==> src/rtl/video_mon_pkg.sv <==
// Shared constants and types for the ULA video frame monitor and related checkers.
package video_mon_pkg;

  // Expected line length in pixel samples for each machine timing
  localparam int LINE_LEN_48  = 448;
  localparam int LINE_LEN_128 = 456;

  // Expected lines per frame for each machine timing
  localparam int LINES_48     = 312;
  localparam int LINES_128    = 311;

  // CRC-16/CCITT generator polynomial, non-reflected
  localparam logic [15:0] CRC_POLY = 16'h1021;

  // Monitor sequencing: idle until a frame boundary, then measure continuously
  typedef enum logic {
    WAIT_VS,
    MEASURE
  } mon_state_t;

endpackage

==> src/rtl/video_frame_monitor_if.sv <==
// ULA video output stream: sync, blanking and colour, qualified by the pixel enable.
interface video_frame_monitor_if;

  logic       ce_vid;
  logic       HSync;
  logic       VSync;
  logic       HBlank;
  logic [2:0] Rx;
  logic [2:0] Gx;
  logic [2:0] Bx;

  // The ULA (or a bench) drives the stream
  modport master (
    output ce_vid, HSync, VSync, HBlank, Rx, Gx, Bx
  );

  // Passive observers only listen
  modport slave (
    input ce_vid, HSync, VSync, HBlank, Rx, Gx, Bx
  );

endinterface

==> src/rtl/crc16_9b.sv <==
// CRC-16/CCITT (poly 0x1021, non-reflected) advanced by one 9-bit colour word.
// The nine serial MSB-first steps are unrolled into a single combinational update.
module crc16_9b
  import video_mon_pkg::*;
(
  input  logic [15:0] crc_in,
  input  logic [8:0]  d,
  output logic [15:0] crc_out
);

  // Unrolled LFSR: bit 8 of d enters first
  always_comb begin
    crc_out = crc_in;
    for (int i = 8; i >= 0; i--) begin
      if (crc_out[15] ^ d[i]) begin
        crc_out = {crc_out[14:0], 1'b0} ^ CRC_POLY;
      end else begin
        crc_out = {crc_out[14:0], 1'b0};
      end
    end
  end

endmodule

==> src/rtl/video_frame_monitor.sv <==
// Passive frame monitor for the ULA video stream: measures line length, lines per
// frame and active pixels per line, signs every complete frame with a CRC, and
// flags timing that does not match the selected 48K/128K machine.
module video_frame_monitor
  import video_mon_pkg::*;
#(
  parameter logic [15:0] CRC_INIT = 16'hFFFF,
  parameter int          SAT_MAX  = 1023
) (
  input  logic                 clk_sys,
  input  logic                 nRESET,
  input  logic                 m128,
  video_frame_monitor_if.slave vid,
  output logic [9:0]           line_len,
  output logic [9:0]           frame_lines,
  output logic [9:0]           active_px,
  output logic [15:0]          frame_crc,
  output logic                 frame_done,
  output logic                 err_line,
  output logic                 err_frame,
  output logic                 locked
);

  localparam logic [9:0] SAT = 10'(SAT_MAX);

  // Counters stick at SAT instead of wrapping so a runaway line or frame stays visible
  function automatic logic [9:0] sat_inc(input logic [9:0] v);
    return (v >= SAT) ? SAT : v + 10'd1;
  endfunction

  function automatic logic [10:0] exp_line_len(input logic mode);
    return mode ? 11'(LINE_LEN_128) : 11'(LINE_LEN_48);
  endfunction

  function automatic logic [9:0] exp_lines(input logic mode);
    return mode ? 10'(LINES_128) : 10'(LINES_48);
  endfunction

  mon_state_t  state;
  logic        hs_p1;
  logic        vs_p1;
  logic        hs_seen;
  logic [9:0]  pix_cnt;
  logic [9:0]  act_cnt;
  logic [9:0]  line_cnt;
  logic [15:0] crc_acc;

  logic        hs_rise;
  logic        vs_rise;
  logic        active;
  logic [8:0]  pixel;
  logic [10:0] pix_len;
  logic [9:0]  line_closed;
  logic [15:0] crc_src;
  logic [15:0] crc_upd;

  // Edges are judged only between consecutive enabled samples
  assign hs_rise = vid.ce_vid & vid.HSync & ~hs_p1;
  assign vs_rise = vid.ce_vid & vid.VSync & ~vs_p1;
  assign active  = ~vid.HBlank;
  assign pixel   = {vid.Rx, vid.Gx, vid.Bx};

  // Length of the line being closed, one wider than the counter so a saturated
  // line can never alias onto a legal length
  assign pix_len = {1'b0, pix_cnt} + 11'd1;

  // Line count after a coincident HSync close, so a frame end includes that line
  assign line_closed = hs_rise ? sat_inc(line_cnt) : line_cnt;

  // A frame boundary sample starts the new frame's CRC from the seed
  assign crc_src = vs_rise ? CRC_INIT : crc_acc;

  crc16_9b u_crc (
    .crc_in  (crc_src),
    .d       (pixel),
    .crc_out (crc_upd)
  );

  // ---- stage p1: previous enabled sample of the sync lines ----
  // Hold last sampled sync levels; non-enabled cycles are invisible
  always_ff @(posedge clk_sys or negedge nRESET) begin
    if (!nRESET) begin
      hs_p1 <= 1'b0;
      vs_p1 <= 1'b0;
    end else if (vid.ce_vid) begin
      hs_p1 <= vid.HSync;
      vs_p1 <= vid.VSync;
    end
  end

  // Running frame CRC over active samples; always reseeded before it is published
  always_ff @(posedge clk_sys) begin
    if (vs_rise) begin
      crc_acc <= active ? crc_upd : CRC_INIT;
    end else if (vid.ce_vid && active) begin
      crc_acc <= crc_upd;
    end
  end

  // ---- stage p1 -> results: sequencing, counters and published measurements ----
  // Frame/line state machine with registered result outputs
  always_ff @(posedge clk_sys or negedge nRESET) begin
    if (!nRESET) begin
      state       <= WAIT_VS;
      hs_seen     <= 1'b0;
      pix_cnt     <= '0;
      act_cnt     <= '0;
      line_cnt    <= '0;
      line_len    <= '0;
      frame_lines <= '0;
      active_px   <= '0;
      frame_crc   <= '0;
      frame_done  <= 1'b0;
      err_line    <= 1'b0;
      err_frame   <= 1'b0;
      locked      <= 1'b0;
    end else begin
      frame_done <= 1'b0;
      case (state)
        WAIT_VS: begin
          // The boundary sample itself belongs to the first measured frame
          if (vs_rise) begin
            state    <= MEASURE;
            hs_seen  <= 1'b0;
            pix_cnt  <= '0;
            act_cnt  <= {9'd0, active};
            line_cnt <= '0;
          end
        end

        MEASURE: begin
          if (vid.ce_vid) begin
            if (hs_rise) begin
              // Close the line; the first close after entry covers a partial line
              pix_cnt  <= '0;
              act_cnt  <= {9'd0, active};
              line_cnt <= sat_inc(line_cnt);
              hs_seen  <= 1'b1;
              if (hs_seen) begin
                line_len  <= sat_inc(pix_cnt);
                active_px <= act_cnt;
                if (pix_len != exp_line_len(m128)) begin
                  err_line <= 1'b1;
                end
              end
            end else begin
              pix_cnt <= sat_inc(pix_cnt);
              if (active) begin
                act_cnt <= sat_inc(act_cnt);
              end
            end

            if (vs_rise) begin
              // Close the frame after any coincident line close, then restart
              frame_lines <= line_closed;
              frame_crc   <= crc_acc;
              frame_done  <= 1'b1;
              locked      <= 1'b1;
              if ((line_closed != exp_lines(m128)) || (line_closed == SAT)) begin
                err_frame <= 1'b1;
              end
              pix_cnt  <= '0;
              act_cnt  <= {9'd0, active};
              line_cnt <= '0;
            end
          end
        end

        default: state <= WAIT_VS;
      endcase
    end
  end

endmodule

==> src/flat_wrapper.sv <==
// flat-port wrapper written by rule: the top's interface ports become plain ports
module video_frame_monitor_flat import video_mon_pkg::*;
#(
  parameter logic [15:0] CRC_INIT = 16'hFFFF,
  parameter int          SAT_MAX  = 1023
)
  (clk_sys, nRESET, m128, line_len, frame_lines, active_px, frame_crc, frame_done, err_line, err_frame, locked, vid_ce_vid, vid_HSync, vid_VSync, vid_HBlank, vid_Rx, vid_Gx, vid_Bx);
  video_frame_monitor_if vid_i ();
  input  logic clk_sys;
  input  logic nRESET;
  input  logic m128;
  output logic [9:0] line_len;
  output logic [9:0] frame_lines;
  output logic [9:0] active_px;
  output logic [15:0] frame_crc;
  output logic frame_done;
  output logic err_line;
  output logic err_frame;
  output logic locked;
  input wire logic [$bits(vid_i.ce_vid)-1:0] vid_ce_vid;
  input wire logic [$bits(vid_i.HSync)-1:0] vid_HSync;
  input wire logic [$bits(vid_i.VSync)-1:0] vid_VSync;
  input wire logic [$bits(vid_i.HBlank)-1:0] vid_HBlank;
  input wire logic [$bits(vid_i.Rx)-1:0] vid_Rx;
  input wire logic [$bits(vid_i.Gx)-1:0] vid_Gx;
  input wire logic [$bits(vid_i.Bx)-1:0] vid_Bx;
  assign vid_i.ce_vid = vid_ce_vid;
  assign vid_i.HSync = vid_HSync;
  assign vid_i.VSync = vid_VSync;
  assign vid_i.HBlank = vid_HBlank;
  assign vid_i.Rx = vid_Rx;
  assign vid_i.Gx = vid_Gx;
  assign vid_i.Bx = vid_Bx;
  video_frame_monitor #(.CRC_INIT(CRC_INIT), .SAT_MAX(SAT_MAX)) u_core (.clk_sys(clk_sys), .nRESET(nRESET), .m128(m128), .vid(vid_i), .line_len(line_len), .frame_lines(frame_lines), .active_px(active_px), .frame_crc(frame_crc), .frame_done(frame_done), .err_line(err_line), .err_frame(err_frame), .locked(locked));
endmodule
==> config.mk <==
export PLATFORM = sky130hd
export DESIGN_NAME = video_frame_monitor_flat
export DESIGN_NICKNAME = d
export VERILOG_FILES = /design/src/rtl/video_mon_pkg.sv /design/src/rtl/video_frame_monitor_if.sv /design/src/rtl/crc16_9b.sv /design/src/rtl/video_frame_monitor.sv /design/src/flat_wrapper.sv
export SDC_FILE = /design/constraint.sdc
export NUM_CORES = 1
export LEC_CHECK = 0
export ABC_AREA = 1
export CAP_MARGIN = 20
export CORE_AREA = 2 2 114 116
export DETAILED_ROUTE_END_ITERATION = 12
export DIE_AREA = 0 0 116 118
export GPL_TIMING_DRIVEN = 0
export MAX_ROUTING_LAYER = met4
export SLEW_MARGIN = 15
export SYNTH_ARGS = -nofsm -noshare
export SYNTH_HDL_FRONTEND = slang
export SYNTH_SLANG_ARGS = --single-unit
==> constraint.sdc <==
create_clock -name clk_sys -period 1.7 [get_ports clk_sys]
set_clock_uncertainty 0.1 [all_clocks]
set_input_delay 0.255 -clock clk_sys [delete_from_list [all_inputs] [get_ports clk_sys]]
set_output_delay 0.255 -clock clk_sys [all_outputs]
set_load 0.005 [all_outputs]
; ---- Word level (Yosys, flattened, before mapping)
; Index checks and enable logic that the tools add are counted.
[word_totals]
register_bits = 100
input_bits = 16
word_cells = 107
output_inout_bits = 50
[op_classes]
addsub = 4
n_lt_le_gt_ge = 3
eq_ne = 7
n_reduce_logical = 10
n_bitwise = 26
n_mux = 41
[ops]
columns = cell, n
row1 = two-way mux 10 bit, 15
row2 = two-way mux 13 bit, 9
row3 = two-way mux 16 bit, 4
row4 = one-hot mux 10 bit (2 select lines), 3
row5 = "adder 10 x 1 -> 10 bit, second input constant", 3
row6 = "greater-or-equal comparator 10 bit, second input constant", 3
row7 = NOT 3 bit, 9
row8 = "adder 10 x 1 -> 11 bit, second input constant", 1
row9 = inequality test 11 bit, 1
row10 = "== test 10 bit, second input constant", 1
row11 = inequality test 10 bit, 1
row12 = AND reduction 3 bit, 3
row13 = bitwise XOR 1 bit, 9
row14 = two-way mux 4 bit, 2
row15 = AND reduction 4 bit, 2
row16 = two-way mux 1 bit, 7
row17 = AND reduction 5 bit, 1
row18 = AND 1 bit, 4
row19 = "inequality test 2 bit, second input constant", 2
row20 = "inequality test 4 bit, second input constant", 1
row21 = NOT 1 bit, 4
row22 = "inequality test 2 x 1 -> 1 bit, second input constant", 1
row23 = one-hot mux 1 bit (2 select lines), 1
row24 = AND reduction 2 bit, 1
row25 = other kinds (3), 3

; ---- Depth between registers and ports, before layout
[depth]
ltp_word = 23
ltp_mapped = 13
depth_no_buf = 13

; ---- By module
; A second synthesis with hierarchy kept.
[unflattened]
cells_unflattened = 628
hier_area_um2 = 5108.6
[by_module_without_submodules]
columns = module, cells_each, area_per_inst_um2, n_inst, seq_area_each_um2
row1 = video_frame_monitor, 554, 4729.5, 1, 2582.5
row2 = crc16_9b, 74, 379.1, 1, 0.0

; ---- Worst setup path after synthesis
; No wires, ideal clock.
[synth_timing]
path_kind = reg2reg
start = register u_core.line_cnt[0]
end = register u_core.err_frame
t_required_ns = 1.484
slack_ns = 0.000
n_path_buf = 0
arrival_time_ns = 1.484
period_less_slack_ns = 1.700
stages_incl_launch_ff = 11
setup_time_ns = 0.116
path_cell_list = dfrtp_1 -> ha_1 -> nand3_1 -> nor2_1 -> nand3_1 -> nand2_1 -> nand3_1 -> nor2_1 -> nand3_1 -> nand2_1 -> nand2_1
[synth_via]
elab_chain_cells = 6
elab_cells_between_ends = 8
classes_between = 1 x add/sub / 1 x order compare / 2 x eq/ne / 2 x mux / 2 x reduce/logical
[synth_rtl]
columns = element, line_no
row1 = start: declaration, video_frame_monitor.sv:45  ; logic [9:0] line_cnt;
row2 = start signal: assignment, video_frame_monitor.sv:137  ; line_cnt <= sat_inc(line_cnt);
row3 = adder 10 x 1 -> 10 bit / greater-or-equal comparator 10 bit (equally long branches), video_frame_monitor.sv:28  ; return (v >= SAT) ? SAT : v + 10'd1;
row4 = two-way mux 10 bit, video_frame_monitor.sv:28
row5 = two-way mux 10 bit (*), -
row6 = inequality test 10 bit / == test 10 bit (equally long branches), video_frame_monitor.sv:159  ; if ((line_closed != exp_lines(m128)) || (line_closed == SAT)) begin
row7 = logical OR 1 bit (*), video_frame_monitor.sv:159
row8 = AND reduction 4 bit (no source line) (*), -
row9 = end signal: assignment, video_frame_monitor.sv:115  ; err_frame <= 1'b0;
row10 = end signal: assignment, video_frame_monitor.sv:160  ; err_frame <= 1'b1;
row11 = end: declaration, video_frame_monitor.sv:20  ; output logic err_frame,
; Mark *: on every way between the ends. The rest lies on a longest branch, timed or not.
; A chain may end at the register's enable or synchronous reset.

; ---- Final worst setup path
[layout_timing]
start = register u_core.pix_cnt[1]
end = register u_core.line_len[3]
[layout_via]
elab_chain_cells = 2
elab_cells_between_ends = 3
classes_between = 1 x add/sub / 1 x order compare / 1 x mux
[layout_rtl]
columns = element, line_no
row1 = start: declaration, video_frame_monitor.sv:43  ; logic [9:0] pix_cnt;
row2 = start signal: assignment, video_frame_monitor.sv:147  ; pix_cnt <= sat_inc(pix_cnt);
row3 = adder 10 x 1 -> 10 bit / greater-or-equal comparator 10 bit (equally long branches), video_frame_monitor.sv:28
row4 = two-way mux 10 bit (*), video_frame_monitor.sv:28
row5 = end signal: assignment, video_frame_monitor.sv:140  ; line_len <= sat_inc(pix_cnt);
row6 = end: declaration, video_frame_monitor.sv:14  ; output logic [9:0] line_len,
; Marks and branches as above.

==> results.tsv <==
stage	metric	value	unit
route	drtIter0Drc	218	
yosys	synth_top_cell_area_share	0.430	
yosys	netlist_area	0.00489	sq mm
sta	layout_setup_ws	-0.126	ns
clocking	cts_tree	done	
place	detailed_place_hpwl	8070	um
final_layout	drive_above_1_share	0.272	
route	vias_per_cell	4.92	
clocking	cts_max_path_buffers	2	
floorplanning	dieArea	0.0137	sq mm
worst_setup_path	slowest_delay	0.38	ns
yosys	syn_area_per_cell	8.64	sq um
global_route	first_global_vias	4161	
worst_setup_path	endpoint_kind	register	
place	port_buffers	64	
sta	maxSlewViolCount	0	
run_status	status	finished with violations	
global_route	grt_use_total	0.191	
yosys	yosysWarnings	0	
route	drt-total-wl	13000	um
sta	min_period	1.83	ns
floorplanning	coreArea	0.0124	sq mm
clocking	cts_sinks	100	
power	power.density	1090	mW/mm^2
global_route	overflow	0	
route	drt_pre_antenna_iters	5	
route	dr_total_vias	4305	
worst_setup_path	path_class	reg2reg	
global_route	antenna_found_initial	0	
sta	max_slew.worst_pin.slew	0.381	ns
yosys	synth_cell_types	37	
clocking	cts-buffers-inserted	9	
yosys	synthFlopType	dfrtp_1	
yosys	synth_most_common_cell	nand2_1	
final_layout	final_net_count	717	
floorplanning	io-pin-count	66	
worst_setup_path	startpoint	u_core.pix_cnt[1]	
hold_path	hold_class	in2reg	
yosys	synth_seq_cells	100	
worst_setup_path	r2r_end	u_core.line_len[3]	
worst_setup_path	regToRegStartpoint	u_core.pix_cnt[1]	
floorplanning	start_util	0.394	
sta	finalHoldViolations	0	
yosys	ys_seq_area_frac	0.528	
worst_setup_path	reg2reg_slack	-0.13	ns
flow_run	drv_cap	0	
yosys	synthTopCellsByArea	dfrtp_1, nand2_1, edfxtp_1, o21ai_0, inv_1	
yosys	yosysTopAreaCell	dfrtp_1	
final_layout	area_growth	44.5	%
route	drc	0	
sta	finalSetupTns	-1.83	ns
worst_setup_path	cp.required	1.86	ns
global_route	grt_max_degree	58	
worst_setup_path	critPathMostFrequentCell	nor2_4	
global_route	grt_pass1_wl	20100	um
sta	max_freq	548	MHz
worst_setup_path	cp.arrival	1.99	ns
worst_setup_path	cp_cell_sequence	ha_2, nand2_2, inv_2, nand2_4, nor2_4, nand4_1, nor2_4, buf_12, clkinvlp_4, a31oi_1	
floorplanning	die_h	118	um
floorplanning	placementRows	41	
worst_setup_path	cpMaxStageDelayCell	dfrtp_1	
clocking	cts-root-buf	clkbuf_16	
clocking	clock_latency	0.35	ns
place	globalplace.congestion	0.883	
clocking	ctsHtreeMaxLevel	3	
route	routedWlPerCell	14.8	um
power	p_total	0.00769	W
route	antenna_left	0	
worst_setup_path	crit_end	u_core.line_len[3]	
clocking	clk_pin_slew	0.07	ns
worst_setup_path	worst_setup_path_start_kind	register	
place	place_ws	-0.673	ns
power	leakagePower	3.24	nW
worst_setup_path	rr_worst_depth	10	
yosys	synthTopCellsByCount	nand2_1, dfrtp_1, o21ai_0, inv_1, nor2_1	
yosys	syn_nets	585	
run_status	violations	setup timing	
sta	fin_crit_sh	1.07	
floorplanning	die_w	116	um
final_layout	final_cell_area	0.00706	sq mm
place	dpl-instance-area	0.00577	sq mm
worst_setup_path	critPathMaxFanout	6	
yosys	netlist_instances	566	
yosys	synth_edf_count	16	
sta	rsz0062_at_grt	true	
sta	slew_headroom	0.746	
sta	setup_viol	27	
final_layout	antenna_cells	0	
yosys	synthArstFlopShare	0.840	
power	vdd_drop_max	618	uV
worst min-delay path by stage:
| stage | startpoint | endpoint | slack [ns] | cells past startpoint |
|---|---|---|---|---|
| after floorplan | nRESET | u_core.act_cnt[0] | -0.14 | 0 |
| after global placement | u_core.err_frame | u_core.err_frame | 0.35 | 2 |
| after detailed placement | nRESET | u_core.line_len[3] | 0.10 | 1 |
| after CTS | vid_ce_vid | u_core.vs_p1 | 0.12 | 2 |
| after global routing | vid_ce_vid | u_core.hs_p1 | 0.14 | 2 |
| final | vid_ce_vid | u_core.vs_p1 | 0.14 | 2 |
repair_timing:
action                                  4_1_cts  5_1_grt
endpoints found under the setup margin      102       85
buffers inserted                             23       30
gates resized for setup                      66      110
cloned                                        2        1
hold buffers                                  1        0
pin swaps                                    24       44
hold endpoints to repair                     27        0
worst max-delay path: cells and delay by family, from the launching register on:
family / cells / cell delay, ns
simple gates: 5 / 0.54
flops: 1 / 0.38
buf+inv: 3 / 0.33
compound gates: 1 / 0.18
fa+ha+maj: 1 / 0.20
final cells by class:
cell class	instances	area, sq um
fill	1087	5350
sequential	100	2580
multi-input combinational	379	2440
timing repair buffer	118	1110
inverter	77	314
clock buffer	13	270
tap	172	215
buffer	11	90.1
clock inverter	3	20.0
timing repair inverter	2	12.5
metal layers:
| layer | part of all wire | global-route usage | vias up |
|---|---|---|---|
| li1 | - | - | 2091 |
| met4 | 0.019 | 0.0699 | 0 |
| met1 | 0.45 | 0.251 | 2080 |
| met3 | 0.044 | 0.0412 | 19 |
| met5 | 0 | - | - |
| met2 | 0.49 | 0.292 | 115 |
kinds of logic after synthesis:
group                    Yosys count  share of synthesized area
AO/OA/AOI/OAI                    102                      0.113
XOR/XNOR                          27                     0.0607
adder cells (fa/ha/maj)            3                    0.00768
buffers and inverters             88                     0.0694
flip-flops                       100                      0.528
AND/OR/NAND/NOR                  246                      0.221
per-stage QoR:
stage / utilization / hold WS (ns) / cells
after floorplan: - / -0.141 / 566
after global routing: 0.569 / 0.139 / 875
after detailed placement: 0.465 / 0.103 / 803
after CTS: 0.522 / 0.115 / 845
after global placement: 0.463 / 0.351 / 802
final: 0.569 / 0.135 / 875
state kept, by name, indices dropped and copies added, names as in the netlist:
name                cells
u_core.line_len        10
u_core.state            1
u_core.frame_done       1
u_core.frame_crc       16
u_core.act_cnt         10
u_core.line_cnt        10
u_core.hs_p1            1
u_core.frame_lines     10
u_core.err_line         1
u_core.active_px       10
u_core.crc_acc         16
u_core.pix_cnt         10
u_core.vs_p1            1
u_core.hs_seen          1
u_core.locked           1
u_core.err_frame        1
cell usage in the layout, fill, tap and decap left out, drive strengths merged, types with 2 or more instances in the layout:
cell,n
nand2,157
clkinvlp,3
nand3,30
a31oi,5
clkdlybuf4s50,62
nand4,7
buf,61
o21ai,76
a21oi,4
inv,76
or2,3
nand3b,2
nor3,8
a22o,3
clkbuf,17
xor2,13
ha,3
o22ai,10
xnor2,14
edfxtp,16
clkinv,3
dfrtp,84
nor2,39
report_power, final:
part	switching (W)	leakage, nW	internal, W
sequential	0.000265	1.24	0.00296
combinational	0.00121	1.86	0.00126
clock	0.000878	0.138	0.00111
Power figures use the tool's default switching activity.
